**config.mk**
```make
export PLATFORM = sky130hd
export DESIGN_NAME = rf_wb_arbiter
export DESIGN_NICKNAME = d
export VERILOG_FILES = /design/src/rtl/rf_wb_arbiter.sv
export SDC_FILE = /design/constraint.sdc
export NUM_CORES = 1
export LEC_CHECK = 0
export CAP_MARGIN = 20
export CORE_MARGIN = 3
export CORE_UTILIZATION = 35
export DETAILED_ROUTE_END_ITERATION = 6
export PLACE_DENSITY = 0.66
export SLEW_MARGIN = 20
export SYNTH_ARGS = -nofsm -noshare
export SYNTH_HDL_FRONTEND = slang
export SYNTH_SLANG_ARGS = --single-unit
```
**constraint.sdc**
```tcl
create_clock -name clock -period 7.9 [get_ports clock]
set_clock_uncertainty 0.2 [all_clocks]
set_input_delay 1.58 -clock clock [delete_from_list [all_inputs] [get_ports clock]]
set_output_delay 1.58 -clock clock [all_outputs]
set_load 0.1 [all_outputs]
```
**src/rtl/rf_wb_arbiter.sv**
```systemverilog
// rf_wb_arbiter: register-file scoreboard plus a two-port (EXU/LSU) writeback
// arbiter. Tracks busy destination registers to stall RAW/WAW hazards at issue,
// round-robins contended writebacks and registers the winning write.
module rf_wb_arbiter #(
    parameter int DATA_WIDTH   = 32,
    parameter int REG_OP_WIDTH = 5
) (
    input  logic                    clock,
    input  logic                    reset,
    input  logic                    issue_valid,
    input  logic [REG_OP_WIDTH-1:0] issue_rs1,
    input  logic [REG_OP_WIDTH-1:0] issue_rs2,
    input  logic [REG_OP_WIDTH-1:0] issue_rd,
    input  logic                    issue_wen,
    output logic                    issue_stall,
    input  logic                    exu_valid,
    input  logic                    lsu_valid,
    input  logic [REG_OP_WIDTH-1:0] exu_rd,
    input  logic [REG_OP_WIDTH-1:0] lsu_rd,
    input  logic [DATA_WIDTH-1:0]   exu_data,
    input  logic [DATA_WIDTH-1:0]   lsu_data,
    output logic                    exu_ready,
    output logic                    lsu_ready,
    output logic                    rf_wen,
    output logic [REG_OP_WIDTH-1:0] rf_rd,
    output logic [DATA_WIDTH-1:0]   rf_wdata,
    output logic [5:0]              pending_cnt,
    output logic                    err_spurious
);
    localparam int NREGS = 1 << REG_OP_WIDTH;

    logic [NREGS-1:0]        r_busy;
    logic [NREGS-1:0]        w_busy_nxt;
    logic [5:0]              r_cnt;
    logic [5:0]              w_cnt_nxt;
    logic                    r_ptr;       // 0 = EXU has priority, 1 = LSU
    logic                    r_wen;
    logic [REG_OP_WIDTH-1:0] r_rd;
    logic [DATA_WIDTH-1:0]   r_wdata;
    logic                    r_err;
    logic                    w_issue_fire;
    logic                    w_exu_gnt;
    logic                    w_lsu_gnt;
    logic                    w_xfer;
    logic [REG_OP_WIDTH-1:0] w_wb_rd;
    logic [DATA_WIDTH-1:0]   w_wb_data;

    // Hazard check against the scoreboard; busy[0] is never set so x0 never stalls.
    assign issue_stall  = issue_valid & (r_busy[issue_rs1] | r_busy[issue_rs2] |
                                         (issue_wen & r_busy[issue_rd]));
    assign w_issue_fire = issue_valid & ~issue_stall & ~reset;

    // Grants depend only on the valids, the pointer and reset (no ready loops).
    assign w_exu_gnt = ~reset & exu_valid & (~lsu_valid | ~r_ptr);
    assign w_lsu_gnt = ~reset & lsu_valid & (~exu_valid |  r_ptr);
    assign w_xfer    = w_exu_gnt | w_lsu_gnt;
    assign w_wb_rd   = w_exu_gnt ? exu_rd   : lsu_rd;
    assign w_wb_data = w_exu_gnt ? exu_data : lsu_data;

    assign exu_ready    = w_exu_gnt;
    assign lsu_ready    = w_lsu_gnt;
    assign rf_wen       = r_wen;
    assign rf_rd        = r_rd;
    assign rf_wdata     = r_wdata;
    assign pending_cnt  = r_cnt;
    assign err_spurious = r_err;

    // Next scoreboard: clear the register being written now, then apply the
    // issue set so a same-index set wins; popcount follows from the result.
    always_comb begin
        w_busy_nxt = r_busy;
        if (r_wen)
            w_busy_nxt[r_rd] = 1'b0;
        if (w_issue_fire && issue_wen && (issue_rd != '0))
            w_busy_nxt[issue_rd] = 1'b1;
        w_busy_nxt[0] = 1'b0;
        w_cnt_nxt = '0;
        for (int i = 0; i < NREGS; i++)
            w_cnt_nxt = w_cnt_nxt + {5'b0, w_busy_nxt[i]};
    end

    // Scoreboard, arbitration pointer, registered write and sticky error.
    always_ff @(posedge clock) begin
        if (reset) begin
            r_busy  <= '0;
            r_cnt   <= '0;
            r_ptr   <= 1'b0;
            r_wen   <= 1'b0;
            r_rd    <= '0;
            r_wdata <= '0;
            r_err   <= 1'b0;
        end else begin
            r_busy <= w_busy_nxt;
            r_cnt  <= w_cnt_nxt;
            if (exu_valid && lsu_valid)
                r_ptr <= ~r_ptr;
            // rd=0 transfers are accepted but never reach the register file.
            r_wen <= w_xfer & (w_wb_rd != '0);
            if (w_xfer) begin
                r_rd    <= w_wb_rd;
                r_wdata <= w_wb_data;
            end
            // A write to a register nobody is waiting on points at a lost issue.
            if (r_wen && !r_busy[r_rd])
                r_err <= 1'b1;
        end
    end
endmodule

```
==> reports/summary.txt, run 1 <==
Flop-to-flop setup slack = 1.27 ns
XOR/XNOR Fraction of Synth Area = 0.6542%
Complex-gate fraction of the synthesized area = 19.23%
CTS Hold Bufs = 0
Final WL = 18,900 µm
R2R depth = 21
Cells along the critical path = clkdlybuf4s50_1 > nand2b_1 > nor3_1 > o41ai_2 > a31o_2 > nand3_2 > buf_12 > o21a_1 > fa_1 > inv_1 > fa_1 > inv_1 > fa_1 > inv_1 > fa_1 > fa_1 > fa_1 > fa_2 > fa_2 > a21o_1 > a21oi_1 > xor2_1 > nor2_1
Syn Area/Cell = 8.925 µm²
Top Family by Delay on Critical Path = adder cells
First-pass GRT wire length = 29,340 µm
Pre-CTS setup slack = -0.5537 ns
Number of enable flip-flop cells after synthesis = 0
Vias in the first global route = 5,450
Hold Slack = 0.2704 ns
Synth Cell Area = 0.005355 mm²
Commonest register cell after synthesis = dfxtp_1
Worst R2R End = pending_cnt[4]$_SDFF_PP0_
DR iter-0 viols = 446
Crit-path slowest cell = clkdlybuf4s50_1
Simple-gate share of the synthesized area = 16.80%
Latest clock arrival within the worst-skew pair = 0.34 ns
Area Growth Syn to Fin = 42.52%
Root Driver = clkbuf_16
Final nets = 881
Seq/Total Area, Yosys = 28.79%
Crit Path Category = in2reg
Startpoint Class = input port
Fillers = 1,371
Async SR Flop Fraction = 0%
H-Tree Depth = 3
CTS tree = built
Width of the chip = 129.7 µm
GRT overflow = 0
TritonCTS buffer count = 9
Input/output buffers = 142
GR Util All Layers = 22.31%
Syn Inst Count = 600
PwrDens = 167.8 mW/mm²
Largest family of logic cells by synthesized area = compound AO/OA/AOI/OAI gates
Status = complete, no violations
CP bufs+invs = 5
Starting density of the core = 36.30%
LEAKAGE = 3.025 nW
Synth Area in Adders = 10.23%
Most frequent cells in the layout = 131 x clkdlybuf4s50_1, 77 x dfxtp_1, 59 x mux2i_1, 57 x o21ai_0, 51 x buf_4
Drt drc = 0
Yosys Warn Count = 0
Clk slew on worst S/H paths = 0.06 ns
Vias = 5,454
Critical path arrival = 7.71 ns
Max_cap viols = 0
Detail Route Antenna Nets = 0
Setup WS post-layout = 0.2016 ns
Final GP Congestion = 0.9660
Post-synth net total = 725
Die Y = 129.7 µm
Hold depth = 1
Final slew viol count = 0
CP startpoint = issue_rd[2]
Total power draw = 1.281 mW
FP Rows = 44
Synth cell types = 51
Routed len/inst = 20.00 µm
Worst reg2reg path startpoint = r_busy[1]$_SDFF_PP0_
Multiplexer share of the synthesized area = 17.97%
Share of cells above drive strength 1 = 12.88%
Maximum clock path buffer count = 2
Diodes inserted = 0
Critical Path RT = 7.91 ns
Min-Delay Endpoint = err_spurious$_SDFFE_PP0P_
Final setup vio count = 0
Core footprint = 0.01475 mm²
Post-DP HPWL = 14,370 µm
Pin count of the biggest net entering global routing = 56
Initial DRT Pass Iterations = 5
Tcrit/Tclk final = 97.45%
VDD IR-drop max = 0.1215 mV
CP max stage delay = 0.54 ns
Most common cell after layout, fill and taps aside = clkdlybuf4s50_1
RSZ-0062 raised after global routing = no
Hold/Removal Path Class = reg2reg
Slew margin rel. = 30.16%
Worst Setup End Kind = flip-flop
Slew @ Worst Pin = 1.044 ns
Count of state elements after synthesis = 77
Most frequent CP cell = fa_1
Via/cell ratio = 5.771
Hold Vio Cnt, Final = 0
Num Clock Sinks = 77
Hold Path Origin = err_spurious$_SDFFE_PP0P_
Crit-path max FO = 19
Fin crit period = 7.698 ns
Max Clock Freq = 129.9 MHz
Die area = 0.01682 mm²
IO Pins = 143
Initial antenna violation count = 0
## layer usage
layer / vias to the layer above / track usage, % / part of all wire, % / routed length, µm
li1: 2523 / - / - / -
met1: 2652 / 28.34 / 41 / 7704
met2: 234 / 38.00 / 50 / 9417
met3: 45 / 4.011 / 6.8 / 1283
met4: 0 / 8.252 / 2.6 / 499
met5: - / 0 / 0 / 0
## area by class of cell
type                       count  area, µm²  share of cell area [%]
clock inverter                 7      130.1                   1.705
multi-input combinational    443       3537                   46.34
tap                          184      230.2                   3.016
timing repair buffer         196       1859                   24.36
inverter                      29      108.9                   1.426
sequential                    77       1541                   20.20
clock buffer                   9      225.2                   2.951
## state kept, by name, summed over array words and instances, names as in the netlist
name / cells
err_spurious: 1
r_busy: 31
rf_rd: 5
rf_wen: 1
rf_wdata: 32
r_ptr: 1
pending_cnt: 6
## synth_stat cells (7+ instances only)
cell type,n,area (µm²)
dfxtp_1,77,1541
mux2i_1,59,590.6
o21ai_0,59,295.3
nand3_1,39,195.2
nand2_1,36,135.1
o22ai_1,31,193.9
clkbuf_1,29,108.9
nor2_1,29,108.9
inv_1,28,105.1
fa_1,23,460.4
o21a_1,22,165.2
nor2b_1,20,125.1
buf_2,13,65.06
a21oi_1,9,45.04
a222oi_1,9,90.09
a22oi_1,9,67.56
mux4_2,8,180.2
ha_1,7,87.58
nand3b_1,7,52.55
o21ai_1,7,35.03
## cells by family (layout without fill, tap and decap cells)
kind of cell | count (synthesis) | in the layout
AO/OA/AOI/OAI | 162 | 162
adder cells (fa/ha/maj) | 30 | 30
buffers and inverters | 80 | 241
XOR/XNOR | 4 | 4
AND/OR/NAND/NOR | 171 | 171
multiplexers | 76 | 76
flip-flops | 77 | 77
## how the worst max path moves through the flow
stage	to	cells past startpoint
after floorplan	pending_cnt[4]$_SDFF_PP0_	21
after global placement	pending_cnt[4]$_SDFF_PP0_	24
after detailed placement	pending_cnt[4]$_SDFF_PP0_	22
after CTS	pending_cnt[4]$_SDFF_PP0_	22
after global routing	pending_cnt[4]$_SDFF_PP0_	23
final	pending_cnt[4]$_SDFF_PP0_	23
## metrics by stage
step / cells / util, % / instance area, µm² / setup TNS (ns)
floorplan: 600 / - / 5355 / 0
global placement: 928 / 48.86 / 7208 / -1.242
detailed placement: 928 / 48.86 / 7208 / -1.605
CTS: 944 / 51.45 / 7591 / 0
global route: 945 / 51.73 / 7632 / 0
finish: 945 / 51.73 / 7632 / 0
## timing repair
item                                    in CTS  in global routing
endpoints found under the setup margin       2                  3
resized for setup                           11                 10
gates cloned                                 0                  0
buffers inserted                             0                  1
pin swaps                                    2                  2
## where the power goes
| group | total (mW) | switching (mW) | internal, mW |
|---|---|---|---|
| combinational | 0.362 | 0.229 | 0.133 |
| sequential | 0.423 | 0.0170 | 0.406 |
| clock | 0.496 | 0.182 | 0.315 |
| total | 1.28 | 0.427 | 0.853 |
No activity file was read; power rests on OpenSTA's default activity.
==> run 2, diff against run 1 <==
==> constraint.sdc (replaced) <==
create_clock -name clock -period 7.9 [get_ports clock]
set_clock_uncertainty 0.2 [all_clocks]
set_input_delay 0.79 -clock clock [delete_from_list [all_inputs] [get_ports clock]]
set_output_delay 0.79 -clock clock [all_outputs]
set_load 0.1 [all_outputs]
==> reports/summary.txt, run 2 (same netlist as run 1, synthesis figures left out) <==
Critical path arrival = 7.52 ns (was 7.71 ns)
Maximum clock path buffer count = 2 (unchanged)
Max_cap viols = 0 (unchanged)
Vias in the first global route = 5,276 (was 5,450)
CP bufs+invs = 3 (was 5)
IO Pins = 143 (unchanged)
H-Tree Depth = 3 (unchanged)
Fin crit period = 7.517 ns (was 7.698 ns)
Tcrit/Tclk final = 95.16% (was 97.45%)
Core footprint = 0.01475 mm² (unchanged)
FP Rows = 44 (unchanged)
Most common cell after layout, fill and taps aside = clkdlybuf4s50_1 (unchanged)
CTS Hold Bufs = 0 (unchanged)
Top Family by Delay on Critical Path = adder cells (unchanged)
Detail Route Antenna Nets = 0 (unchanged)
GRT overflow = 0 (unchanged)
Share of cells above drive strength 1 = 8.071% (was 12.88%)
Slew margin rel. = 29.99% (was 30.16%)
Slew @ Worst Pin = 1.047 ns (was 1.044 ns)
PwrDens = 157.4 mW/mm² (was 167.8 mW/mm²)
Cells along the critical path = clkdlybuf4s50_1 > buf_4 > mux2i_1 > nor3_1 > o41ai_1 > a31o_2 > nand3_2 > o21a_1 > fa_1 > fa_1 > fa_1 > inv_1 > fa_1 > fa_1 > fa_1 > fa_1 > fa_1 > a21o_1 > a21oi_1 > xor2_1 > nor2_1 (was clkdlybuf4s50_1 > nand2b_1 > nor3_1 > o41ai_2 > a31o_2 > nand3_2 > buf_12 > o21a_1 > fa_1 > inv_1 > fa_1 > inv_1 > fa_1 > inv_1 > fa_1 > fa_1 > fa_1 > fa_2 > fa_2 > a21o_1 > a21oi_1 > xor2_1 > nor2_1)
CTS tree = built (unchanged)
Via/cell ratio = 5.777 (was 5.771)
Hold Vio Cnt, Final = 0 (unchanged)
Status = complete, no violations (unchanged)
TritonCTS buffer count = 9 (unchanged)
Worst Setup End Kind = flip-flop (unchanged)
Final nets = 853 (was 881)
Post-CTS Setup Bufs = 0 (unchanged)
Drt drc = 0 (unchanged)
CP max stage delay = 0.59 ns (was 0.54 ns)
Most frequent cells in the layout = 141 x clkdlybuf4s50_1, 77 x dfxtp_1, 59 x mux2i_1, 58 x o21ai_0, 39 x nand3_1 (was 131 x clkdlybuf4s50_1, 77 x dfxtp_1, 59 x mux2i_1, 57 x o21ai_0, 51 x buf_4)
Die area = 0.01682 mm² (unchanged)
DR iter-0 viols = 661 (was 446)
RSZ-0062 raised after global routing = no (unchanged)
Max Clock Freq = 133.0 MHz (was 129.9 MHz)
Width of the chip = 129.7 µm (unchanged)
Input/output buffers = 142 (unchanged)
Num Clock Sinks = 77 (unchanged)
Final WL = 18,620 µm (was 18,900 µm)
Total power draw = 1.142 mW (was 1.281 mW)
Pin count of the biggest net entering global routing = 56 (unchanged)
Final setup vio count = 0 (unchanged)
Diodes inserted = 0 (unchanged)
Root Driver = clkbuf_16 (unchanged)
Clk slew on worst S/H paths = 0.06 ns (about the same)
Largest register FFs = 32 (unchanged)
Crit-path slowest cell = fa_1 (was clkdlybuf4s50_1)
Starting density of the core = 36.30% (unchanged)
Area Growth Syn to Fin = 35.51% (was 42.52%)
Crit-path max FO = 18 (was 19)
Setup TNS = 0 ns (unchanged)
VDD IR-drop max = 0.1092 mV (was 0.1215 mV)
GR Util All Layers = 22.38% (was 22.31%)
Critical Path RT = 7.90 ns (was 7.91 ns)
Hold/Removal Path Class = reg2reg (unchanged)
LEAKAGE = 2.776 nW (was 3.025 nW)
CTS resizes = 0 (was 11)
Routed len/inst = 20.35 µm (was 20.00 µm)
Initial DRT Pass Iterations = 7 (was 5)
Die Y = 129.7 µm (unchanged)
Final GP Congestion = 0.9554 (was 0.9660)
Startpoint Class = input port (unchanged)
Most frequent CP cell = fa_1 (unchanged)
Latest clock arrival within the worst-skew pair = 0.33 ns (was 0.34 ns)
Crit Path Category = in2reg (unchanged)
Final slew viol count = 0 (unchanged)
Vias = 5,286 (was 5,454)
Post-DP HPWL = 14,440 µm (was 14,370 µm)
First-pass GRT wire length = 29,060 µm (was 29,340 µm)
Initial antenna violation count = 0 (unchanged)
## run 2: cell count changes in the layout (fill, tap and decap cells not counted), moves of 3 or more
cell,delta
bufinv_16,-3
clkdlybuf4s50_1,+10
dlygate4sd2_1,-4
buf_4,-25
dlymetal6s2s_1,-5
## run 2: final cells by class
class,instances,area (µm²)
sequential,77,1541
clock buffer,12,256.5
fill,1414,7497
tap,184,230.2
timing repair buffer,168,1612
clock inverter,2,10.01
inverter,29,108.9
multi-input combinational,443,3498
## run 2: worst paths after layout
path | to | depth (start not counted) | slack [ns] | start
max | pending_cnt[4]$_SDFF_PP0_ | 21 | 0.38 | issue_rd[1]
min | err_spurious$_SDFFE_PP0P_ | 1 | 0.27 | err_spurious$_SDFFE_PP0P_
max reg2reg | pending_cnt[4]$_SDFF_PP0_ | 19 | 1.04 | r_busy[27]$_SDFF_PP0_
min reg2reg | err_spurious$_SDFFE_PP0P_ | 1 | 0.27 | err_spurious$_SDFFE_PP0P_
## run 2: stage by stage
step | cells | util (%) | hold slack [ns] | worst slack [ns] | area, µm²
2_1_floorplan | 600 | - | 0.3020 | 0.9192 | 5355
3_3_place_gp | 901 | 47.33 | 0.2533 | 0.2318 | 6983
3_5_place_dp | 901 | 47.33 | 0.2653 | 0.04544 | 6983
4_1_cts | 915 | 49.14 | 0.2773 | 0.4061 | 7249
5_1_grt | 915 | 49.19 | 0.2848 | 0.05862 | 7257
6_report | 915 | 49.19 | 0.2661 | 0.3826 | 7257
## run 2: where the power goes
part / total (mW) / internal (mW) / switching [mW] / leakage, nW
combinational: 0.345 / 0.120 / 0.225 / 2.01
clock: 0.374 / 0.225 / 0.149 / 0.134
sequential: 0.423 / 0.406 / 0.0168 / 0.629
## run 2: per-layer routing
| layer | track usage [%] | share of wire (%) | vias to the layer above |
|---|---|---|---|
| met3 | 3.602 | 6.3 | 44 |
| met4 | 7.213 | 2.8 | 0 |
| met1 | 28.58 | 40 | 2557 |
| li1 | - | - | 2462 |
| met5 | 0 | 0 | - |
| met2 | 38.76 | 50 | 223 |
==> run 3, diff against run 2 <==
--- a/config.mk
+++ b/config.mk
@@ -5,12 +5,13 @@
 export SDC_FILE = /design/constraint.sdc
 export NUM_CORES = 1
 export LEC_CHECK = 0
+export ABC_CLOCK_PERIOD_IN_PS = 7900
 export CAP_MARGIN = 20
-export CORE_MARGIN = 3
+export CORE_MARGIN = 2
 export CORE_UTILIZATION = 35
 export DETAILED_ROUTE_END_ITERATION = 6
 export PLACE_DENSITY = 0.66
-export SLEW_MARGIN = 20
+export SLEW_MARGIN = 25
 export SYNTH_ARGS = -nofsm -noshare
 export SYNTH_HDL_FRONTEND = slang
 export SYNTH_SLANG_ARGS = --single-unit
==> reports/summary.txt, run 3 (same netlist as run 1, synthesis figures left out) <==
Status = complete, no violations (unchanged)
Post-DP HPWL = 13,950 µm (was 14,440 µm)
Startpoint Class = input port (unchanged)
Final setup vio count = 0 (unchanged)
Fin crit period = 7.512 ns (was 7.517 ns)
Crit Path Category = in2reg (unchanged)
TritonCTS buffer count = 9 (unchanged)
Initial antenna violation count = 0 (unchanged)
CTS Hold Bufs = 0 (unchanged)
Vias = 5,338 (was 5,286)
Critical path arrival = 7.52 ns (about the same)
LEAKAGE = 2.771 nW (was 2.776 nW)
CTS tree = built (unchanged)
Die Y = 127.7 µm (was 129.7 µm)
Slew margin rel. = 31.61% (was 29.99%)
Setup TNS = 0 ns (unchanged)
Hold/Removal Path Class = reg2reg (unchanged)
Slew @ Worst Pin = 1.023 ns (was 1.047 ns)
Starting density of the core = 35.49% (was 36.30%)
Max_cap viols = 0 (unchanged)
Drt drc = 0 (unchanged)
Crit-path max FO = 18 (unchanged)
Maximum clock path buffer count = 2 (unchanged)
Latest clock arrival within the worst-skew pair = 0.34 ns (was 0.33 ns)
Multi-input logic area = 0.003498 mm² (unchanged)
GR Util All Layers = 22.48% (was 22.38%)
Final slew viol count = 0 (unchanged)
Routed len/inst = 19.81 µm (was 20.35 µm)
Setup WS post-layout = 0.3879 ns (was 0.3826 ns)
PwrDens = 166.4 mW/mm² (was 157.4 mW/mm²)
RSZ-0062 raised after global routing = no (unchanged)
Pre-CTS setup slack = 0.02537 ns (was 0.04544 ns)
Most frequent cells in the layout = 141 x clkdlybuf4s50_1, 77 x dfxtp_1, 59 x mux2i_1, 58 x o21ai_0, 39 x nand3_1 (unchanged)
Pin count of the biggest net entering global routing = 56 (unchanged)
Final WL = 18,150 µm (was 18,620 µm)
Critical Path RT = 7.91 ns (was 7.90 ns)
Non-Filler Instances = 916 (was 915)
Input/output buffers = 142 (unchanged)
H-Tree Depth = 3 (unchanged)
Hold Vio Cnt, Final = 0 (unchanged)
Share of cells above drive strength 1 = 7.692% (was 8.071%)
DR iter-0 viols = 472 (was 661)
Final nets = 849 (was 853)
Most common cell after layout, fill and taps aside = clkdlybuf4s50_1 (unchanged)
Placed cells = 901 (unchanged)
Initial DRT Pass Iterations = 7 (unchanged)
VDD IR-drop max = 0.1067 mV (was 0.1092 mV)
Vias in the first global route = 5,467 (was 5,276)
Area Growth Syn to Fin = 35.93% (was 35.51%)
Clk slew on worst S/H paths = 0.06 ns (about the same)
Die area = 0.01631 mm² (was 0.01682 mm²)
Flop-to-flop setup slack = 0.98 ns (was 1.04 ns)
Hold Slack = 0.2629 ns (was 0.2661 ns)
Num Clock Sinks = 77 (unchanged)
First-pass GRT wire length = 28,640 µm (was 29,060 µm)
IO Pins = 143 (unchanged)
Post-CTS Setup Bufs = 0 (unchanged)
Fillers = 1,458 (was 1,414)
Width of the chip = 127.7 µm (was 129.7 µm)
FP Rows = 45 (was 44)
Final GP Congestion = 0.9777 (was 0.9554)
CTS resizes = 0 (unchanged)
Tcrit/Tclk final = 95.09% (was 95.16%)
FF+latch area = 0.001541 mm² (unchanged)
Core footprint = 0.01509 mm² (was 0.01475 mm²)
Total power draw = 1.212 mW (was 1.142 mW)
Detail Route Antenna Nets = 0 (unchanged)
Max Clock Freq = 133.1 MHz (was 133.0 MHz)
Via/cell ratio = 5.828 (was 5.777)
GRT overflow = 0 (unchanged)
Root Driver = clkbuf_16 (unchanged)
Worst Setup End Kind = flip-flop (unchanged)
Diodes inserted = 0 (unchanged)
Largest register FFs = 32 (unchanged)
-- run 3: area by class of cell --
cell class	instances	area share, %
inverter	29	1.495
clock inverter	5	1.169
sequential	77	21.18
clock buffer	10	3.145
multi-input combinational	443	48.06
timing repair buffer	164	21.73
tap	188	3.231
-- run 3: critical path, cell delays in order --
cell and delay [ns]:
clkdlybuf4s50_1 0.50, buf_4 0.24, mux2i_1 0.21, nor3_1 0.07, o41ai_1 0.37, a31o_2 0.23, nand3_2 0.32, o21ai_0 0.36
fa_1 0.47, inv_1 0.08, fa_1 0.44, fa_1 0.53, inv_1 0.06, fa_1 0.47, fa_1 0.53, fa_1 0.42
fa_1 0.41, fa_1 0.41, a21o_1 0.19, a21oi_1 0.16, xor2_1 0.17, nor2_1 0.05
-- run 3: final timing paths --
kind                               end  depth (start not counted)                       from
max          pending_cnt[4]$_SDFF_PP0_                         22                issue_rd[1]
min          err_spurious$_SDFFE_PP0P_                          1  err_spurious$_SDFFE_PP0P_
max reg2reg  pending_cnt[4]$_SDFF_PP0_                         20       r_busy[3]$_SDFF_PP0_
min reg2reg  err_spurious$_SDFFE_PP0P_                          1  err_spurious$_SDFFE_PP0P_
-- run 3: stage by stage --
step           area [µm²]  utilization (%)
6_report             7279            48.24
5_1_grt              7279            48.24
4_1_cts              7279            48.24
3_5_place_dp         6965            46.16
3_3_place_gp         6958            46.11
2_1_floorplan        5355                -
-- run 3: per-layer routing --
layer	wire (µm)	share of wire [%]	global-route usage, %
met1	7394	41	28.36
met2	8671	48	37.37
met3	1343	7.4	4.424
met4	735	4.1	10.02
met5	0	0	0
-- run 3: power breakdown --
part,internal (mW),leakage (nW),switching [mW]
sequential,0.406,0.629,0.0170
combinational,0.121,1.99,0.225
clock,0.277,0.149,0.166
